### config.mk
export PLATFORM = sky130hd
export DESIGN_NAME = pl_id_scoreboard
export DESIGN_NICKNAME = d
export VERILOG_FILES = /design/src/rtl/pl_id_scoreboard.sv
export SDC_FILE = /design/constraint.sdc
export NUM_CORES = 1
export LEC_CHECK = 0
export CAP_MARGIN = 20
export CORE_MARGIN = 2
export CORE_UTILIZATION = 55
export DETAILED_ROUTE_END_ITERATION = 10
export PLACE_DENSITY = 0.73
export SLEW_MARGIN = 15
export SYNTH_ARGS = -nofsm -noshare
export SYNTH_HDL_FRONTEND = slang
export SYNTH_SLANG_ARGS = --single-unit
export TNS_END_PERCENT = 20
### constraint.sdc
create_clock -name clk -period 12.05 [get_ports clk]
set_clock_uncertainty 0.2 [all_clocks]
set_input_delay 2.41 -clock clk [delete_from_list [all_inputs] [get_ports clk]]
set_output_delay 2.41 -clock clk [all_outputs]
set_load 0.02 [all_outputs]
### src/rtl/pl_id_scoreboard.sv
// Register-hazard scoreboard for the ID stage: a per-register busy bit and latency
// countdown. Produces per-source stall/forward indications plus WAW and structural stalls.
module pl_id_scoreboard #(
  parameter int NREG     = 32,
  parameter int AW       = 5,
  parameter int NSRC     = 3,
  parameter int LATW     = 3,
  parameter int MAX_OUT  = 4,
  parameter int ZERO_REG = 1
) (
  input  logic                           clk,
  input  logic                           clrn,
  input  logic                           flush,
  input  logic                           iss_v,
  input  logic [AW-1:0]                  iss_rd,
  input  logic [LATW-1:0]                iss_lat,
  input  logic [NSRC-1:0]                src_v,
  input  logic [NSRC*AW-1:0]             src_rn,
  input  logic                           cmp_v,
  input  logic [AW-1:0]                  cmp_rd,
  output logic                           stall,
  output logic [NSRC-1:0]                src_fwd,
  output logic [NSRC-1:0]                src_haz,
  output logic [NREG-1:0]                busy_vec,
  output logic [$clog2(MAX_OUT+1)-1:0]   n_out
);
  localparam int NW = $clog2(MAX_OUT+1);
  localparam int PW = $clog2(NREG+1);
  localparam bit ZR = (ZERO_REG != 0);

  logic [NREG-1:0]           busy_q, busy_d;
  logic [NREG-1:0][LATW-1:0] cnt_q, cnt_d;
  logic [NW-1:0]             nout_q, nout_d;
  logic [PW-1:0]             pc;
  logic [NSRC-1:0]           hit;
  logic                      waw, full, acc, cmp_ok;

  for (genvar i = 0; i < NSRC; i++) begin : g_src
    logic [AW-1:0] rn;
    assign rn         = src_rn[i*AW +: AW];
    assign hit[i]     = src_v[i] & busy_q[rn] & ~(ZR & (rn == '0));
    assign src_haz[i] = hit[i] & (cnt_q[rn] != '0);
    assign src_fwd[i] = hit[i] & (cnt_q[rn] == '0);
  end

  // An older, longer-latency result must not land after a newer one to the same rd.
  assign waw  = iss_v & busy_q[iss_rd] & (cnt_q[iss_rd] > iss_lat);
  // A same-cycle completion of some other busy register frees the slot we need.
  assign full = iss_v & (nout_q == NW'(MAX_OUT)) & ~busy_q[iss_rd]
              & ~(cmp_v & (cmp_rd != iss_rd) & busy_q[cmp_rd]);
  assign stall  = (|src_haz) | waw | full;
  assign acc    = iss_v & ~stall & ~flush & ~(ZR & (iss_rd == '0));
  assign cmp_ok = cmp_v & ~(ZR & (cmp_rd == '0));

  always_comb begin
    busy_d = busy_q;
    cnt_d  = cnt_q;
    pc     = '0;
    for (int r = 0; r < NREG; r++)
      if (busy_q[r] && cnt_q[r] != '0) cnt_d[r] = cnt_q[r] - LATW'(1);
    if (cmp_ok) busy_d[cmp_rd] = 1'b0;
    // Issue wins over a same-cycle completion and over the decrement.
    if (acc) begin
      busy_d[iss_rd] = 1'b1;
      cnt_d[iss_rd]  = iss_lat;
    end
    if (flush) begin
      busy_d = '0;
      cnt_d  = '0;
    end
    for (int r = 0; r < NREG; r++) pc = pc + PW'(busy_d[r]);
    nout_d = NW'(pc);
  end

  always_ff @(posedge clk) begin
    if (!clrn) begin
      busy_q <= '0;
      cnt_q  <= '0;
      nout_q <= '0;
    end else begin
      busy_q <= busy_d;
      cnt_q  <= cnt_d;
      nout_q <= nout_d;
    end
  end

  assign busy_vec = busy_q;
  assign n_out    = nout_q;
endmodule

==> impl_results.md <==
- Worst Max-Slew Pin Slew: 1.12 ns
- Die area: 23,000 sq um
- Final hold vios: 0
- Routed via count: 10,934
- Core Rows: 54
- Worst skew pair latency: 0.43 ns
- Synth Cell Area: 12,000 sq um
- Worst-path clk slew: 0.07 ns
- Sequential share of power: 0.402
- Largest net degree at the start of global routing: 84
- Initial core utilization: 0.554
- Starting DRC count in detailed routing: 1,238
- Post-Syn Nets: around 1,500
- CTS root buf: clkbuf_16
- Lkg Pwr: 5.08 nW
- Comb pwr share: 0.125
- DRT Pass-1 Iters: 6
- Power per cell area: 80.5 nW/um^2
- Cell mode on critical path: fa_1
- Post-cts gate resize count: 0
- Top fanout value on the critical path: 23
- WL/cell: 24.0 um
- IO buf count: slightly below 80
- Async SR Flop Fraction: 0
- First-pass GRT wire length: 61,400 um
- CTS tree: built
- H-tree levels: 4
- Netlist cell types: 69
- Setup CP Type: in -> reg
- Crit path DAT: 10.88 ns
- Req. time, crit path: 12.18 ns
- Post-route setup TNS: 0 ns
- Synth Register Bits: 131
- Worst Setup Start Kind: input port
- Die Height: roughly 150 um
- CTS Buffer Depth: 2
- Slew Limit Fails: 0
- Routed WL: 39,800 um
- Layout Utilization: 0.622
- Antenna violations before repair: 0
- Final setup viols: 0
- GRT Overall Usage: 0.358
- Psw: 0.300 mW
- Vias in the first global route: 10,432
- Mapped Cells: 1,330
- Status: completed
- Worst path slowest cell: clkdlybuf4s50_1
- Remaining DRCs: 0
- Layout cells sized above 1: 0.122
- Yosys warning count: 0
- # Post-CTS Setup Buffers: 0
- Core area: 21,600 sq um
- Grt total ovfl: 0
- IO Pins: just under 80
- Total of max-cap violations: 0
- Die W: 152 um
- Vias per cell: around 6.6
- # nets final: 1,493
- Top cell type's share of synthesized area: 0.219
- Final ANT Viol Nets: 0
- Area Growth Syn to Fin: 12.3%
- Inserted Diodes: 0
- Clock share of power: 0.473
- Sw Share: 0.277
- Fmax: 93.1 MHz
- Yosys top cell by area: dfxtp_1
- Routability cong.: between 1 and 1.5
- Peak VDD IR: 0.0936 mV
- Worst hold path class: reg -> reg
- Detailed Place HPWL: 29,000 um
- Synth top area cells: dfxtp_1 (22%), mux2i_1 (12%), mux4_2 (11%)
- Internal Power: 0.783 mW
- Max-slew headroom: 0.249
- Critical Path End Type: flip-flop
- Post-synth EDFFs: 0
- Syn_area_per_cell: 9.01 sq um
- RSZ-0062 raised after global routing: false
- CTS Hold Bufs: 0
- Final period util: 0.892
- Seq/Total Area, Yosys: 0.219
- Crit-path max cell delay: 0.83 ns
- Clk sinks: between 100 and 150
- Final min period: 10.74 ns
- Total CTS buffers: 17
- Post-synth top flop: dfxtp_1
[worst max-delay path: cells and delay by family]
family                     cells  cell delay (ns)
buffers and inverters          6             1.30
xor gates and xnor gates       3             0.47
adders and majority gates      9             3.82
AOI/OAI and AO/OA              5             1.49
and+or+nand+nor                5             1.39
[power groups by stage]
| stage | registers [mW] | logic [mW] | clock network (mW) |
|---|---|---|---|
| finish | 0.436 | 0.135 | 0.513 |
| floorplan | 0.445 | 0.0880 | 0 |
| global placement | 0.445 | 0.130 | 0 |
| CTS | 0.436 | 0.131 | 0.515 |
| global route | 0.436 | 0.142 | 0.531 |
| detailed placement | 0.445 | 0.131 | 0 |
[cell usage in the layout (no fill, tap or decap), drive strengths merged, types with 12 or more instances in the layout]
| cell | instances |
|---|---|
| mux2i | 142 |
| a2111oi | 12 |
| nand4 | 33 |
| or3 | 18 |
| nor4 | 18 |
| mux4 | 56 |
| o22ai | 15 |
| inv | 130 |
| ha | 69 |
| buf | 22 |
| nor3 | 27 |
| clkdlybuf4s50 | 75 |
| a21o | 20 |
| nor2b | 12 |
| o21ai | 99 |
| dfxtp | 131 |
| nand2b | 39 |
| fa | 22 |
| xnor2 | 42 |
| nor2 | 21 |
| a21oi | 47 |
| a22oi | 14 |
| nand2 | 177 |
| clkbuf | 21 |
[synthesized netlist by cell type, types with 8 or more instances]
cell       number
fa_1           22
mux2i_1       142
a21oi_1        47
nand4_4        29
nor2_1         20
clkbuf_1       45
buf_2          18
a22oi_1        14
nand2b_1       39
o22ai_1        15
nor2b_1        12
ha_1           69
or3_1          18
nand3_1        11
a21o_1         20
nand3b_1        8
a2111oi_0      11
o21ai_0        99
nand2_1       177
nor4_1         18
nor3_1         27
dfxtp_1       131
xnor2_1        42
inv_1         126
buf_1          10
mux4_2         56
[per-stage QoR]
stage | setup slack [ns] | hold WS, ns | area (sq um) | cells | power, mW
global placement | 1.25 | 0.325 | 12900 | 1627 | 0.575
global route | 0.955 | 0.369 | 13500 | 1659 | 1.11
detailed placement | 1.01 | 0.346 | 12900 | 1627 | 0.576
finish | 1.31 | 0.346 | 13500 | 1659 | 1.08
CTS | 1.45 | 0.355 | 13500 | 1659 | 1.08
floorplan | 1.52 | 0.295 | 12000 | 1330 | 0.533
[path summary, 6_finish.rpt]
check                               start        to  slack [ns]  cells past startpoint
worst max-delay path            iss_rd[3]  n_out[2]        1.31                     28
worst min-delay path             cnt_q[1]  cnt_q[1]        0.35                      2
worst max register to register  cnt_q[61]  n_out[2]        4.03                     26
worst min register to register   cnt_q[1]  cnt_q[1]        0.35                      2
[sequential cells by signal, summed over array words and instances (netlist names)]
signal,count
cnt_q,96
busy_vec,32
n_out,3
[area by class of cell]
| class | instances | area [sq um] |
|---|---|---|
| Clock buffer | 21 | 470 |
| Clock inverter | 11 | 103 |
| Fill cell | 1795 | 8170 |
| Inverter | 129 | 484 |
| Multi-Input combinational cell | 990 | 8510 |
| Sequential cell | 131 | 2620 |
| Tap cell | 280 | 350 |
| Timing Repair Buffer | 97 | 911 |
[per-layer routing]
layer / vias to the layer above / wire length, um / global-route usage
met5: - / 0 / 0
met1: 5233 / 15000 / 0.450
met4: 0 / 2300 / 0.174
met2: 667 / 18100 / 0.574
li1: 4869 / - / -
met3: 165 / 4340 / 0.0925
[logic make-up after synthesis]
| family | share of synthesized area |
|---|---|
| AND/OR/NAND/NOR | 0.206 |
| AO/OA/AOI/OAI | 0.132 |
| buffers and inverters | 0.0726 |
| multiplexers | 0.230 |
| flip-flops | 0.219 |
| adder cells (fa/ha/maj) | 0.109 |
| XOR/XNOR | 0.0322 |
(Power assumes the default switching activity.)
